File: src/rtl/cpri_pkg.sv
// Shared constants, FSM state type and header packing helpers for the CPRI RX
// packet writer.
package cpri_pkg;

   localparam logic [15:0] SYNC_WORD      = 16'hA5C3;
   localparam int          HDR_WORDS      = 3;
   localparam int          PAYLOAD_WORDS  = 96;
   localparam logic [6:0]  FIRST_PAY_ADDR = 7'd3;
   localparam logic [6:0]  LAST_PAY_ADDR  = 7'd98;

   typedef enum logic [1:0] {
      ST_IDLE    = 2'd0,
      ST_PAYLOAD = 2'd1,
      ST_HEADER  = 2'd2,
      ST_DROP    = 2'd3
   } state_e;

   function automatic logic [63:0] hdr_word0(input logic [15:0] seq);
      return {SYNC_WORD, seq, 32'd0};
   endfunction

   function automatic logic [63:0] hdr_word1(input logic [11:0] frame, input logic [6:0] slot);
      return {20'd0, frame, 25'd0, slot};
   endfunction

   function automatic logic [63:0] hdr_word2(input logic [15:0] drops, input logic [15:0] errs);
      return {16'(PAYLOAD_WORDS), drops, errs, 16'd0};
   endfunction

   function automatic logic [15:0] sat_inc16(input logic [15:0] val);
      return (val == 16'hFFFF) ? val : val + 16'd1;
   endfunction

endpackage

File: src/rtl/cpri_rx_pkt_wr.sv
// Packs 96-word deframed IQ chunks into 99-word addressed packets (payload at
// 3..98, header at 0..2) and drives the RX loop-buffer write port.
module cpri_rx_pkt_wr #(
   parameter int DATA_WIDTH    = 64,
   parameter int ADDR_WIDTH    = 7,
   parameter int PAYLOAD_WORDS = 96,
   parameter int HDR_WORDS     = 3
) (
   input  logic                  clk,
   input  logic                  rst_n,
   input  logic                  i_rx_valid,
   input  logic                  i_rx_sop,
   input  logic [DATA_WIDTH-1:0] i_rx_data,
   input  logic [11:0]           i_frame_num,
   input  logic [6:0]            i_slot_num,
   input  logic                  i_enable,
   input  logic                  i_tready,
   output logic                  o_cpri_wen,
   output logic [ADDR_WIDTH-1:0] o_cpri_waddr,
   output logic [DATA_WIDTH-1:0] o_cpri_wdata,
   output logic                  o_cpri_wlast,
   output logic [15:0]           o_drop_cnt,
   output logic [15:0]           o_err_cnt
);
   import cpri_pkg::*;

   localparam logic [6:0] LAST_CNT = 7'(PAYLOAD_WORDS - 1);
   localparam logic [1:0] HDR_LAST = 2'(HDR_WORDS - 1);

   state_e                r_state;
   logic [6:0]            r_cnt;
   logic [1:0]            r_hdr_idx;
   logic [15:0]           r_seq;
   logic [11:0]           r_frame;
   logic [6:0]            r_slot;
   logic [15:0]           r_drop_cnt;
   logic [15:0]           r_err_cnt;
   logic [15:0]           r_snap_drop;
   logic [15:0]           r_snap_err;
   logic                  r_pend_drop;
   logic                  r_wen;
   logic [ADDR_WIDTH-1:0] r_waddr;
   logic [DATA_WIDTH-1:0] r_wdata;
   logic                  r_wlast;

   logic w_sop;
   logic w_admit;
   logic w_start;
   logic w_pay_last;
   logic w_hdr_last;

   // SOP decode; a SOP during the header never starts a chunk immediately
   always_comb begin
      w_sop      = i_rx_valid & i_rx_sop;
      w_admit    = i_enable & i_tready;
      w_start    = w_sop & (r_state != ST_HEADER);
      w_pay_last = (r_cnt == LAST_CNT);
      w_hdr_last = (r_hdr_idx == HDR_LAST);
   end

   // Packet FSM, write port and statistics
   always_ff @(posedge clk or negedge rst_n) begin
      if (!rst_n) begin
         r_state     <= ST_IDLE;
         r_cnt       <= 7'd0;
         r_hdr_idx   <= 2'd0;
         r_seq       <= 16'd0;
         r_frame     <= 12'd0;
         r_slot      <= 7'd0;
         r_drop_cnt  <= 16'd0;
         r_err_cnt   <= 16'd0;
         r_snap_drop <= 16'd0;
         r_snap_err  <= 16'd0;
         r_pend_drop <= 1'b0;
         r_wen       <= 1'b0;
         r_waddr     <= '0;
         r_wdata     <= '0;
         r_wlast     <= 1'b0;
      end else begin
         r_wen   <= 1'b0;
         r_wlast <= 1'b0;
         if (w_start) begin
            // A SOP inside a payload is a short chunk: abandon it uncommitted
            if (r_state == ST_PAYLOAD) begin
               r_err_cnt <= sat_inc16(r_err_cnt);
            end
            r_cnt <= 7'd1;
            if (w_admit) begin
               r_frame <= i_frame_num;
               r_slot  <= i_slot_num;
               r_wen   <= 1'b1;
               r_waddr <= ADDR_WIDTH'(FIRST_PAY_ADDR);
               r_wdata <= i_rx_data;
               r_state <= ST_PAYLOAD;
            end else begin
               r_drop_cnt <= sat_inc16(r_drop_cnt);
               r_state    <= ST_DROP;
            end
         end else begin
            case (r_state)
               ST_PAYLOAD: begin
                  if (i_rx_valid) begin
                     r_wen   <= 1'b1;
                     r_waddr <= ADDR_WIDTH'(FIRST_PAY_ADDR + r_cnt);
                     r_wdata <= i_rx_data;
                     if (w_pay_last) begin
                        r_cnt       <= 7'd0;
                        r_hdr_idx   <= 2'd0;
                        r_snap_drop <= r_drop_cnt;
                        r_snap_err  <= r_err_cnt;
                        r_state     <= ST_HEADER;
                     end else begin
                        r_cnt <= r_cnt + 7'd1;
                     end
                  end
               end
               ST_HEADER: begin
                  r_wen   <= 1'b1;
                  r_waddr <= ADDR_WIDTH'(r_hdr_idx);
                  case (r_hdr_idx)
                     2'd0:    r_wdata <= DATA_WIDTH'(hdr_word0(r_seq));
                     2'd1:    r_wdata <= DATA_WIDTH'(hdr_word1(r_frame, r_slot));
                     default: r_wdata <= DATA_WIDTH'(hdr_word2(r_snap_drop, r_snap_err));
                  endcase
                  // A SOP arriving too early is dropped once the header is done
                  if (w_sop) begin
                     r_err_cnt   <= sat_inc16(r_err_cnt);
                     r_drop_cnt  <= sat_inc16(r_drop_cnt);
                     r_pend_drop <= 1'b1;
                     r_cnt       <= 7'd1;
                  end else if (i_rx_valid && r_pend_drop) begin
                     r_cnt <= r_cnt + 7'd1;
                  end
                  if (w_hdr_last) begin
                     r_wlast     <= 1'b1;
                     r_seq       <= r_seq + 16'd1;
                     r_hdr_idx   <= 2'd0;
                     r_pend_drop <= 1'b0;
                     r_state     <= (r_pend_drop || w_sop) ? ST_DROP : ST_IDLE;
                  end else begin
                     r_hdr_idx <= r_hdr_idx + 2'd1;
                  end
               end
               ST_DROP: begin
                  if (i_rx_valid) begin
                     if (w_pay_last) begin
                        r_cnt   <= 7'd0;
                        r_state <= ST_IDLE;
                     end else begin
                        r_cnt <= r_cnt + 7'd1;
                     end
                  end
               end
               default: begin
                  r_state <= ST_IDLE;
               end
            endcase
         end
      end
   end

   assign o_cpri_wen   = r_wen;
   assign o_cpri_waddr = r_waddr;
   assign o_cpri_wdata = r_wdata;
   assign o_cpri_wlast = r_wlast;
   assign o_drop_cnt   = r_drop_cnt;
   assign o_err_cnt    = r_err_cnt;

endmodule
File: config.mk
export PLATFORM = sky130hd
export DESIGN_NAME = cpri_rx_pkt_wr
export DESIGN_NICKNAME = d
export VERILOG_FILES = /design/src/rtl/cpri_pkg.sv /design/src/rtl/cpri_rx_pkt_wr.sv
export SDC_FILE = /design/constraint.sdc
export NUM_CORES = 1
export LEC_CHECK = 0
export BUFFER_PORTS_ARGS = -buffer_cell sky130_fd_sc_hd__buf_2
export CAP_MARGIN = 5
export CORE_MARGIN = 5
export CORE_UTILIZATION = 35
export DETAILED_ROUTE_END_ITERATION = 7
export HOLD_SLACK_MARGIN = 0.02
export PLACE_DENSITY = 0.52
export REMOVE_ABC_BUFFERS = 1
export SETUP_SLACK_MARGIN = 0.02
export SYNTH_ARGS = -nofsm -noshare
export SYNTH_HDL_FRONTEND = slang
export SYNTH_SLANG_ARGS = --single-unit
File: constraint.sdc
create_clock -name clk -period 2.95 [get_ports clk]
set_input_delay 0.295 -clock clk [delete_from_list [all_inputs] [get_ports clk]]
set_output_delay 0.295 -clock clk [all_outputs]
set_load 0.1 [all_outputs]
==> impl_results.md, run 1 <==
* Global-route wire length before repair at 34.80 mm
* Fillers at approximately 2300
* Initial antenna violation count at 4
* Vias in the first global route at 6322
* DP HPWL at ~16 mm
* DR pass1 iterations at 5
* Max-Cap Viols at 0
* Netlist Area Pre-Place at 8457 µm²
* Design area at about 10000 µm²
* Fin. max-slew vios at 0
* Total Wirelength at approximately 22 mm
* Reg2Reg Depth at 7
* Leakage power at 5.111 nW
* Hold Violations, Final at 0
* CP endpoint kind: flip-flop
* Initial Util at between 30% and 40%
* Post-layout power at about 12 mW
* Reg clk slew, reported paths at 0.08 ns
* Worst Setup SP: r_state[0]
* Cts repair resizes at 0
* Slew Limit Headroom at 50.11%
* RSZ-0062 raised after global routing: no
* Async SR Flop Fraction at 100.0%
* Largest net degree at the start of global routing at 103
* 1st-iter DRT viols at roughly 430
* Power Density at about 1200 nW/µm²
* Share of the synthesized area in the top cell type at 54.45%
* CP Max Fanout at 102
* Worst slew pin tran at around 0.75 ns
* Core Rows at 56
* Ys flop type: dfrtp_1
* Worst R2R End: o_cpri_wdata[11]
* Grt ovf at 0
* Clock Latency Late Sink at 0.43 ns
* Routed len/inst at between 15 and 20 µm
* Critical Path Sink: o_cpri_wdata[11]
* Post-synth EDFFs at 0
* Clock Sinks at 184
* Final GP Congestion at 0.7876
* Worst r2r src: r_state[0]
* Area contributors post-synth: dfrtp_1, mux2_2, nand2_1
* Setup Viol. Count Final at 0
* Crit Path Class: reg2reg
* Ports at 194
* Area grow syn2layout at 23.11%
* Vias per cell at between 4 and 5
* Fraction of layout cells with a size suffix above 1 at 31.89%
* WP data required at roughly 3.3 ns
* H-tree levels at 4
* Synthesized area per cell at 10.68 µm²
* FMAX at between 400 and 500 MHz
* CTS tree: built
* CTS Root Cell: clkbuf_16
* CP arrival at 2.70 ns
* Yosys warns at 0
* Crit path time final at 2.397 ns
* Fin crit share at approximately four fifths
* Post-layout net count at 1075
* Die X at 165.4 µm
* Core ar. at about 24000 µm²
* Reg2Reg Setup Slack at ~0.55 ns
* DR vias at roughly 6500
* Hold path cells at 2
* Hold WS at 0.09196 ns
* Setup Skew at 0.01350 ns
* Critical path startpoint category: flip-flop
* DRC viols at 0
* Cell Area, Placed at 9798 µm²
* Final ANT Viol Nets at 0
* # diodes at 0
* Bufs on Longest Clock Path at 2
* Distinct cell type count after synthesis at 60
* Cells after Synth at 792
* Hold WC Path Type: in2reg
* Die area at 27370 µm²
* TritonCTS Buffers at 17
* Port buffer count at 193
* Die Span Y at 165.4 µm
* #FFs+latches synth at 184
* Post-synthesis sequential area ratio at 54.45%
* Dominant cell type by area after synthesis: dfrtp_1
* Peak supply drop at 0.7098 mV
* Status: complete, no violations
* GR Util All Layers at between 10% and 20%
==> cell type report <==
class / instances / area [µm²] / area share, %
Inverter: 12 / 45.04 / 0.4326
Clock buffer: 17 / 425.4 / 4.086
Sequential cell: 184 / 4604 / 44.23
Tap cell: 319 / 399.1 / 3.834
Clock inverter: 15 / 177.7 / 1.707
Multi-Input combinational cell: 551 / 3627 / 34.84
Timing Repair Buffer: 212 / 1132 / 10.88
==> per-stage QoR <==
| step | setup slack, ns | utilization (%) | setup TNS, ns | instances |
|---|---|---|---|---|
| floorplan | -1.884 | - | -152.06 | 747 |
| global placement | 0.6306 | 41.50 | 0 | 1277 |
| detailed placement | 0.5365 | 41.50 | 0 | 1277 |
| CTS | 0.5425 | 44.09 | 0 | 1310 |
| global route | 0.3899 | 44.09 | 0 | 1310 |
| finish | 0.5529 | 44.09 | 0 | 1310 |
==> cell families after synthesis <==
| family | after synthesis | share of synthesized area [%] |
|---|---|---|
| XOR/XNOR | 44 | 4.557 |
| buffers and inverters | 57 | 2.959 |
| adder cells (fa/ha/maj) | 8 | 1.184 |
| AO/OA/AOI/OAI | 181 | 12.90 |
| AND/OR/NAND/NOR | 235 | 13.27 |
| multiplexers | 83 | 10.68 |
| flip-flops | 184 | 54.45 |
==> worst min path at each step <==
stage / startpoint / endpoint
after CTS: i_frame_num[8] / r_frame[8]
after global routing: i_frame_num[8] / r_frame[8]
after detailed placement: rst_n / r_frame[4]
final: i_frame_num[8] / r_frame[8]
after global placement: rst_n / r_frame[4]
after floorplan: rst_n / o_cpri_waddr[0]
==> worst max-delay path, stage by stage, from the launching register on <==
cell and delay, ns:
dfrtp_1 0.37, inv_1 0.07, ha_2 0.27, buf_4 0.20, inv_2 0.23, a32o_4 0.55, buf_12 0.38, o21ai_0 0.17
==> routing by layer <==
metal	track usage [%]	up-vias	part of all wire, %
li1	-	3176	-
met1	22.75	3109	47
met2	24.81	178	45
met3	4.592	20	6.9
met4	3.337	8	0.83
met5	0	-	0.25
==> flip-flops by register name, summed over array words and instances, names as in the netlist, 7 cells and up <==
name and cells:
o_drop_cnt 16, o_cpri_waddr 7, r_snap_drop 16, r_slot 7, r_cnt 7, r_seq 16
r_snap_err 16, o_cpri_wdata 64, o_err_cnt 16, r_frame 12
==> cells in the mapped netlist (3+ instances only) <==
library cell / count
buf_2: 14
nand2b_1: 4
nor3_1: 15
o21ai_0: 86
xor2_1: 34
or3_1: 4
inv_1: 12
dfrtp_1: 184
a211oi_1: 6
o31ai_1: 6
nand2_1: 127
a31oi_1: 4
mux2_2: 57
nand4_1: 9
buf_4: 3
a221oi_1: 3
buf_1: 5
a21oi_1: 31
o211ai_1: 3
nand3_1: 15
ha_1: 8
and3_1: 6
nor2_1: 27
xnor2_1: 10
clkbuf_1: 22
a22oi_1: 23
or4_1: 4
mux2i_1: 25
==> cell usage in the layout (no fill, tap or decap), drive strengths merged, types with 4 or more instances in the layout <==
| master | synthesis | layout |
|---|---|---|
| inv | 12 | 21 |
| a21oi | 31 | 31 |
| nand4 | 9 | 9 |
| nor2 | 27 | 27 |
| a22oi | 23 | 23 |
| nand2b | 4 | 4 |
| and3 | 6 | 6 |
| clkbuf | 22 | 18 |
| or4 | 6 | 6 |
| nand2 | 127 | 127 |
| mux2i | 25 | 25 |
| ha | 8 | 8 |
| o31ai | 6 | 6 |
| a211oi | 8 | 8 |
| dfrtp | 184 | 184 |
| nor3 | 16 | 16 |
| nor4 | 5 | 5 |
| xor2 | 34 | 34 |
| buf | 23 | 210 |
| a31oi | 4 | 4 |
| mux2 | 58 | 58 |
| nand3 | 16 | 16 |
| o21ai | 86 | 86 |
| xnor2 | 10 | 10 |
| or3 | 4 | 4 |
==> power by group <==
group / internal [mW] / switching, mW / leakage (nW)
sequential: 3.19 / 0.481 / 2.40
combinational: 1.16 / 5.12 / 2.43
clock: 1.22 / 1.14 / 0.290
==> what timing repair did <==
item,CTS,global route
endpoints found under the hold margin,55,0
hold buffers,1,0
setup buffers,0,0
(Power assumes the default switching activity.)
==> run 2: changes to the inputs <==
Clock period 2.95 ns to 2.4 ns, I/O delays scaled along.
==> run 2 against run 1 <==
Sequential share of layout area fell by 0.27 points. Via count up 0.59%. Highest routed layer unchanged. Hold slack got worse by 0.045 ns. Maximum frequency is 9.6% higher.
==> impl_results.md, run 2 (synthesized netlist as in run 1, its figures left out) <==
* Global-route wire length before repair at 35.11 mm (+0.89%)
* Crit path time final at 2.187 ns (-0.2097 ns)
* Fin crit share at 91.15% (+9.9 points)
* DP HPWL at 15.96 mm (+0.66%)
* DR pass1 iterations at 4 (-1)
* Initial antenna violation count at 1 (-3)
* H-tree levels at 4 (unchanged)
* Commonest non-fill, non-tap cell in the layout: buf_2
* Top Family by Delay on Critical Path: buffers and inverters
* CP endpoint kind: flip-flop
* Buf/Inv on CP at 3 (-1)
* Slew Limit Headroom at 53.00% (+2.9 points)
* Post-layout power at 15.06 mW (+22%)
* Reg clk slew, reported paths at 0.07 ns (about the same)
* WP data required at 2.68 ns (-0.57 ns)
* # diodes at 0 (unchanged)
* FMAX at 457.1 MHz (+9.6%)
* Final ANT Viol Nets at 0 (unchanged)
* Most Frequent Cell on Critical Path: buf_4
* Fin. max-slew vios at 0 (unchanged)
* Vias per cell at 4.957 (about the same)
* Reg2Reg Depth at 8 (+1)
* Fillers at 2338 (+0.95%)
* Routed len/inst at 17.38 µm (+2.7%)
* Largest net degree at the start of global routing at 65 (-37%)
* Core ar. at 23610 µm² (unchanged)
* Worst Setup SP: r_state[0]
* Setup Skew at 0.009840 ns (-0.003656 ns)
* RSZ-0062 raised after global routing: no
* Ports at 194 (unchanged)
* Hold Violations, Final at 0 (unchanged)
* Clock Sinks at 184 (unchanged)
* CTS Root Cell: clkbuf_16
* Final GP Congestion at 0.7800 (-0.96%)
* Core Rows at 56 (unchanged)
* DR vias at 6529 (+0.59%)
* Bufs on Longest Clock Path at 2 (unchanged)
* Worst path depth at 8 (+1)
* GR Util All Layers at 16.14% (+0.047 points)
* Reg2Reg Setup Slack at 0.21 ns (-0.34 ns)
* DRC viols at 0 (unchanged)
* Slowest-stage cell, CP: a32o_4
* Total Wirelength at 22.89 mm (+3.2%)
* Crit Path Class: reg2reg
* Worst slew pin tran at 0.7051 ns (-0.04324 ns)
* Port buffer count at 193 (unchanged)
* Die X at 165.4 µm (unchanged)
* Post-CTS setup buffers at 0 (unchanged)
* Post-layout net count at 1083 (+0.74%)
* Crit path cell chain: inv_1 > ha_2 > buf_4 > nand2b_1 > a32o_4 > buf_4 > nand2_1 > o31ai_1
* Critical Path Sink: o_cpri_wdata[54]
* Critical path startpoint category: flip-flop
* TritonCTS Buffers at 17 (unchanged)
* Leakage power at 5.140 nW (+0.56%)
* Clock Latency Late Sink at 0.43 ns (about the same)
* Setup Viol. Count Final at 0 (unchanged)
* Grt ovf at 0 (unchanged)
* Status: complete, no violations
* Worst r2r src: r_state[0]
* Max reg flops at 64 (unchanged)
* Fraction of layout cells with a size suffix above 1 at 32.46% (+0.58 points)
* 1st-iter DRT viols at 459 (+6.5%)
* CTS tree: built
* Die area at 27370 µm² (unchanged)
* Area grow syn2layout at 23.86%
* Die Span Y at 165.4 µm (unchanged)
* Hold WC Path Type: in2reg
* Max-Cap Viols at 0 (unchanged)
* Vias in the first global route at 6463 (+2.2%)
* CP Max Fanout at 29 (-72%)
* Peak supply drop at 0.8397 mV (+18%)
* Worst R2R End: o_cpri_wdata[54]
* CP arrival at 2.47 ns (-0.23 ns)
* Most frequent cells in the layout: buf_2, dfrtp_1, nand2_1
* Max incr delay on CP at 0.43 ns (-0.12 ns)
* Hold WS at 0.04726 ns (-0.04470 ns)
* Power Density at 1438 nW/µm² (+22%)
* Initial Util at 35.81% (unchanged)
==> run 2: cell count changes in the layout (fill, tap and decap cells not counted) <==
| cell | before | now |
|---|---|---|
| buf_4 | 17 | 21 |
| buf_12 | 1 | 4 |
| a32o_2 | 0 | 1 |
| bufinv_16 | 1 | 0 |
| clkinv_2 | 0 | 1 |
| clkinv_8 | 2 | 1 |
| clkinvlp_4 | 2 | 3 |
| inv_6 | 4 | 3 |
| or3_1 | 4 | 3 |
| or3_4 | 0 | 1 |
==> run 2: final cells by class <==
cell class	count	area, µm²	share of cell area [%]
well taps	319	399.1	3.810
inverters	12	45.04	0.4300
repair buffers	219	1222	11.67
clock buffers	17	425.4	4.061
multi-input cells	552	3643	34.78
flip-flops and latches	184	4604	43.96
clock inverters	14	135.1	1.290
==> run 2: per-stage QoR <==
stage          utilization, %  worst slack [ns]  cell area [µm²]  TNS, ns  cells
2_1_floorplan               -            -2.434             8252  -230.96    747
3_3_place_gp            41.88            0.2304             9888        0   1284
3_5_place_dp            41.88            0.2063             9888        0   1284
4_1_cts                 44.29            0.1963            10460        0   1316
5_1_grt                 44.36           0.06032            10480        0   1317
6_report                44.36            0.2125            10480        0   1317
==> run 2: worst register-to-register path: stages, from the launching register on <==
cell,delay (ns)
dfrtp_1,0.40
inv_1,0.09
ha_2,0.21
buf_4,0.29
nand2b_1,0.18
a32o_4,0.43
buf_4,0.28
nand2_1,0.10
o31ai_1,0.07
==> run 2: how the worst min path moves through the flow <==
stage,startpoint,end,slack (ns),cells past startpoint
after global routing,i_slot_num[3],r_slot[3],0.04,2
after CTS,i_frame_num[11],r_frame[11],0.02,2
after floorplan,rst_n,o_cpri_waddr[0],-0.06,0
after detailed placement,rst_n,r_snap_err[8],0.27,1
after global placement,rst_n,r_frame[3],0.27,1
final,i_frame_num[11],r_frame[11],0.05,2
==> run 2: metal layers <==
layer / routed length (µm) / global-route usage, % / up-vias
li1: - / - / 3209
met1: 10990 / 23.15 / 3131
met2: 10420 / 25.52 / 167
met3: 1258 / 3.003 / 20
met4: 206 / 3.712 / 2
met5: 13 / 0 / -
==> run 2: power by group <==
group          internal [mW]  switching, mW  leakage [nW]
Clock                   1.37           1.34         0.269
Sequential              3.93          0.575          2.40
Combinational           1.46           6.38          2.48
Total                   6.76           8.30          5.14
==> run 2: repair_timing <==
item,4_1_cts,5_1_grt
endpoints found under the setup margin,0,2
hold endpoints to repair,55,0
hold buffers,1,0
resized for setup,0,1
==> run 3: changes to the inputs <==
Settings changed: GPL_TIMING_DRIVEN set to 0.
==> run 3 against run 2 <==
Die area is the same. Maximum frequency shrank 3.8%. Total power grew 2.5%. Via count grew 0.40%. Clock skew grew 0.0053 ns. Critical path depth shrank 1. Sequential share of layout area shrank 0.73 points. Routed wire length grew 2.4%. Critical endpoint is now o_drop_cnt[15].
==> impl_results.md, run 3 (synthesized netlist as in run 1, its figures left out) <==
* Place WS at -0.8018 ns (-1.008 ns)
* Reg2Reg Setup Slack at 0.13 ns (-0.09 ns)
* Slew Limit Headroom at 44.53% (-8.5 points)
* Crit Path Class: reg2reg
* Die X at 165.4 µm (unchanged)
* Crit path time final at 2.274 ns (+0.08672 ns)
* Max-Cap Viols at 0 (unchanged)
* Fin. max-slew vios at 0 (unchanged)
* Initial Util at 35.81% (unchanged)
* Leakage power at 5.204 nW (+1.2%)
* # diodes at 0 (unchanged)
* CP Max Fanout at 10 (-66%)
* Area taken by multi-input logic gates at 3711 µm² (+1.9%)
* Post-layout net count at 1079 (-0.37%)
* Max reg flops at 64 (unchanged)
* Hold Crit Endpoint: r_slot[3]
* 1st-iter DRT viols at 520 (+13%)
* Most frequent cells in the layout: buf_2, dfrtp_1, nand2_1
* Fillers at 2323 (-0.64%)
* CP endpoint kind: flip-flop
* RSZ-0062 raised after global routing: no
* Setup_tns at 0 ns (unchanged)
* Hold path cells at 2 (unchanged)
* Register Area at 4609 µm² (+0.11%)
* Port buffer count at 193 (unchanged)
* CP arrival at 2.60 ns (+0.13 ns)
* Fin crit share at 94.76% (+3.6 points)
* Setup Viol. Count Final at 0 (unchanged)
* TritonCTS Buffers at 17 (unchanged)
* CTS tree: built
* Final WS setup at 0.1258 ns (-0.08672 ns)
* Core ar. at 23610 µm² (unchanged)
* GR Util All Layers at 17.22% (+1.1 points)
* Commonest non-fill, non-tap cell in the layout: buf_2
* Fraction of layout cells with a size suffix above 1 at 32.36% (-0.10 points)
* Hold Violations, Final at 0 (unchanged)
* Worst path depth at 7 (-1)
* Worst r2r src: r_state[0]
* Worst R2R End: o_drop_cnt[15]
* Die Span Y at 165.4 µm (unchanged)
* Total Wirelength at 23.43 mm (+2.4%)
* Final GP Congestion at 0.7702 (-1.3%)
* DR pass1 iterations at 4 (unchanged)
* DP HPWL at 15.35 mm (-3.9%)
* Final ANT Viol Nets at 0 (unchanged)
* Ports at 194 (unchanged)
* Peak supply drop at 0.7883 mV (-6.1%)
* H-tree levels at 4 (unchanged)
* Max incr delay on CP at 0.57 ns (+0.14 ns)
* Clock Sinks at 184 (unchanged)
* Routed len/inst at 17.83 µm (+2.6%)
* Power Density at 1448 nW/µm² (+0.74%)
* Worst slew pin tran at 0.8320 ns (+0.1270 ns)
* Worst Hold Launch: i_slot_num[3]
* Bufs on Longest Clock Path at 2 (unchanged)
* Largest net degree at the start of global routing at 101 (+55%)
* Setup Skew at 0.01517 ns (+0.005328 ns)
* CTS Root Cell: clkbuf_16
* Core Rows at 56 (unchanged)
* Die area at 27370 µm² (unchanged)
* Status: complete, no violations
* Clock Latency Late Sink at 0.44 ns (about the same)
* DRC viols at 0 (unchanged)
* Slowest-stage cell, CP: or4_4
* Crit path cell chain: inv_1 > ha_4 > buf_12 > and3b_4 > or4_4 > nor4_4 > mux2_2
* DR vias at 6555 (+0.40%)
* Top Family by Delay on Critical Path: simple AND/OR/NAND/NOR gates
* Hold WC Path Type: in2reg
* Post-layout power at 15.44 mW (+2.5%)
* Buf/Inv on CP at 2 (-1)
* Reg clk slew, reported paths at 0.07 ns (about the same)
* Global-route wire length before repair at 36.76 mm (+4.7%)
* Reg2Reg Depth at 7 (-1)
* Grt ovf at 0 (unchanged)
* Initial antenna violation count at 4 (+3)
* WP data required at 2.72 ns (+0.04 ns)
* FMAX at 439.7 MHz (-3.8%)
* Area grow syn2layout at 26.08%
* Vias in the first global route at 6508 (+0.70%)
* Vias per cell at 4.989 (+0.63%)
* Critical path startpoint category: flip-flop
run 3: timing repair:
item,CTS,global route
endpoints found under the hold margin,103,0
buffers inserted,4,3
resized for setup,8,7
endpoints found under the setup margin,103,49
hold buffers,5,0
gates cloned,3,0
pin swaps,1,1
run 3: routing by layer:
| layer | track usage [%] | share of wire, % | routed length, µm | vias to the layer above |
|---|---|---|---|---|
| li1 | - | - | - | 3211 |
| met1 | 24.22 | 46 | 10800 | 3142 |
| met2 | 27.12 | 46 | 10860 | 170 |
| met3 | 4.319 | 6.6 | 1550 | 24 |
| met4 | 3.600 | 0.73 | 172 | 8 |
| met5 | 0 | 0.20 | 48 | - |
run 3: area by class of cell:
cell class | count | share of cell area, %
clock buffers | 18 | 4.025
clock inverters | 14 | 1.725
inverters | 12 | 0.4694
multi-input cells | 553 | 34.80
flip-flops and latches | 184 | 43.23
well taps | 319 | 3.743
repair buffers | 214 | 12.00
run 3: worst max-delay path by stage:
stage	slack (ns)	start	endpoint
floorplan	-2.43	r_state[0]	o_cpri_waddr[0]
global placement	-5.24	r_state[0]	o_cpri_wdata[13]
detailed placement	-0.80	r_state[0]	o_cpri_wdata[25]
CTS	0.008	r_state[0]	o_cpri_wdata[25]
global route	0.03	r_state[0]	o_cpri_waddr[1]
finish	0.13	r_state[0]	o_drop_cnt[15]
run 3: where the power goes:
part,leakage [nW],switching [mW],internal [mW],total (mW)
clock,0.294,1.34,1.59,2.93
combinational,2.52,6.33,1.56,7.90
sequential,2.39,0.688,3.93,4.62
run 3: stage by stage:
stage | area, µm² | cells | utilization (%) | hold slack, ns
6_report | 10660 | 1314 | 45.16 | 0.04368
5_1_grt | 10660 | 1314 | 45.16 | 0.02452
4_1_cts | 10600 | 1311 | 44.90 | 0.02038
3_5_place_dp | 9821 | 1267 | 41.59 | 0.3529
3_3_place_gp | 9617 | 1259 | 40.73 | 0.4566
2_1_floorplan | 8252 | 747 | - | -0.05559
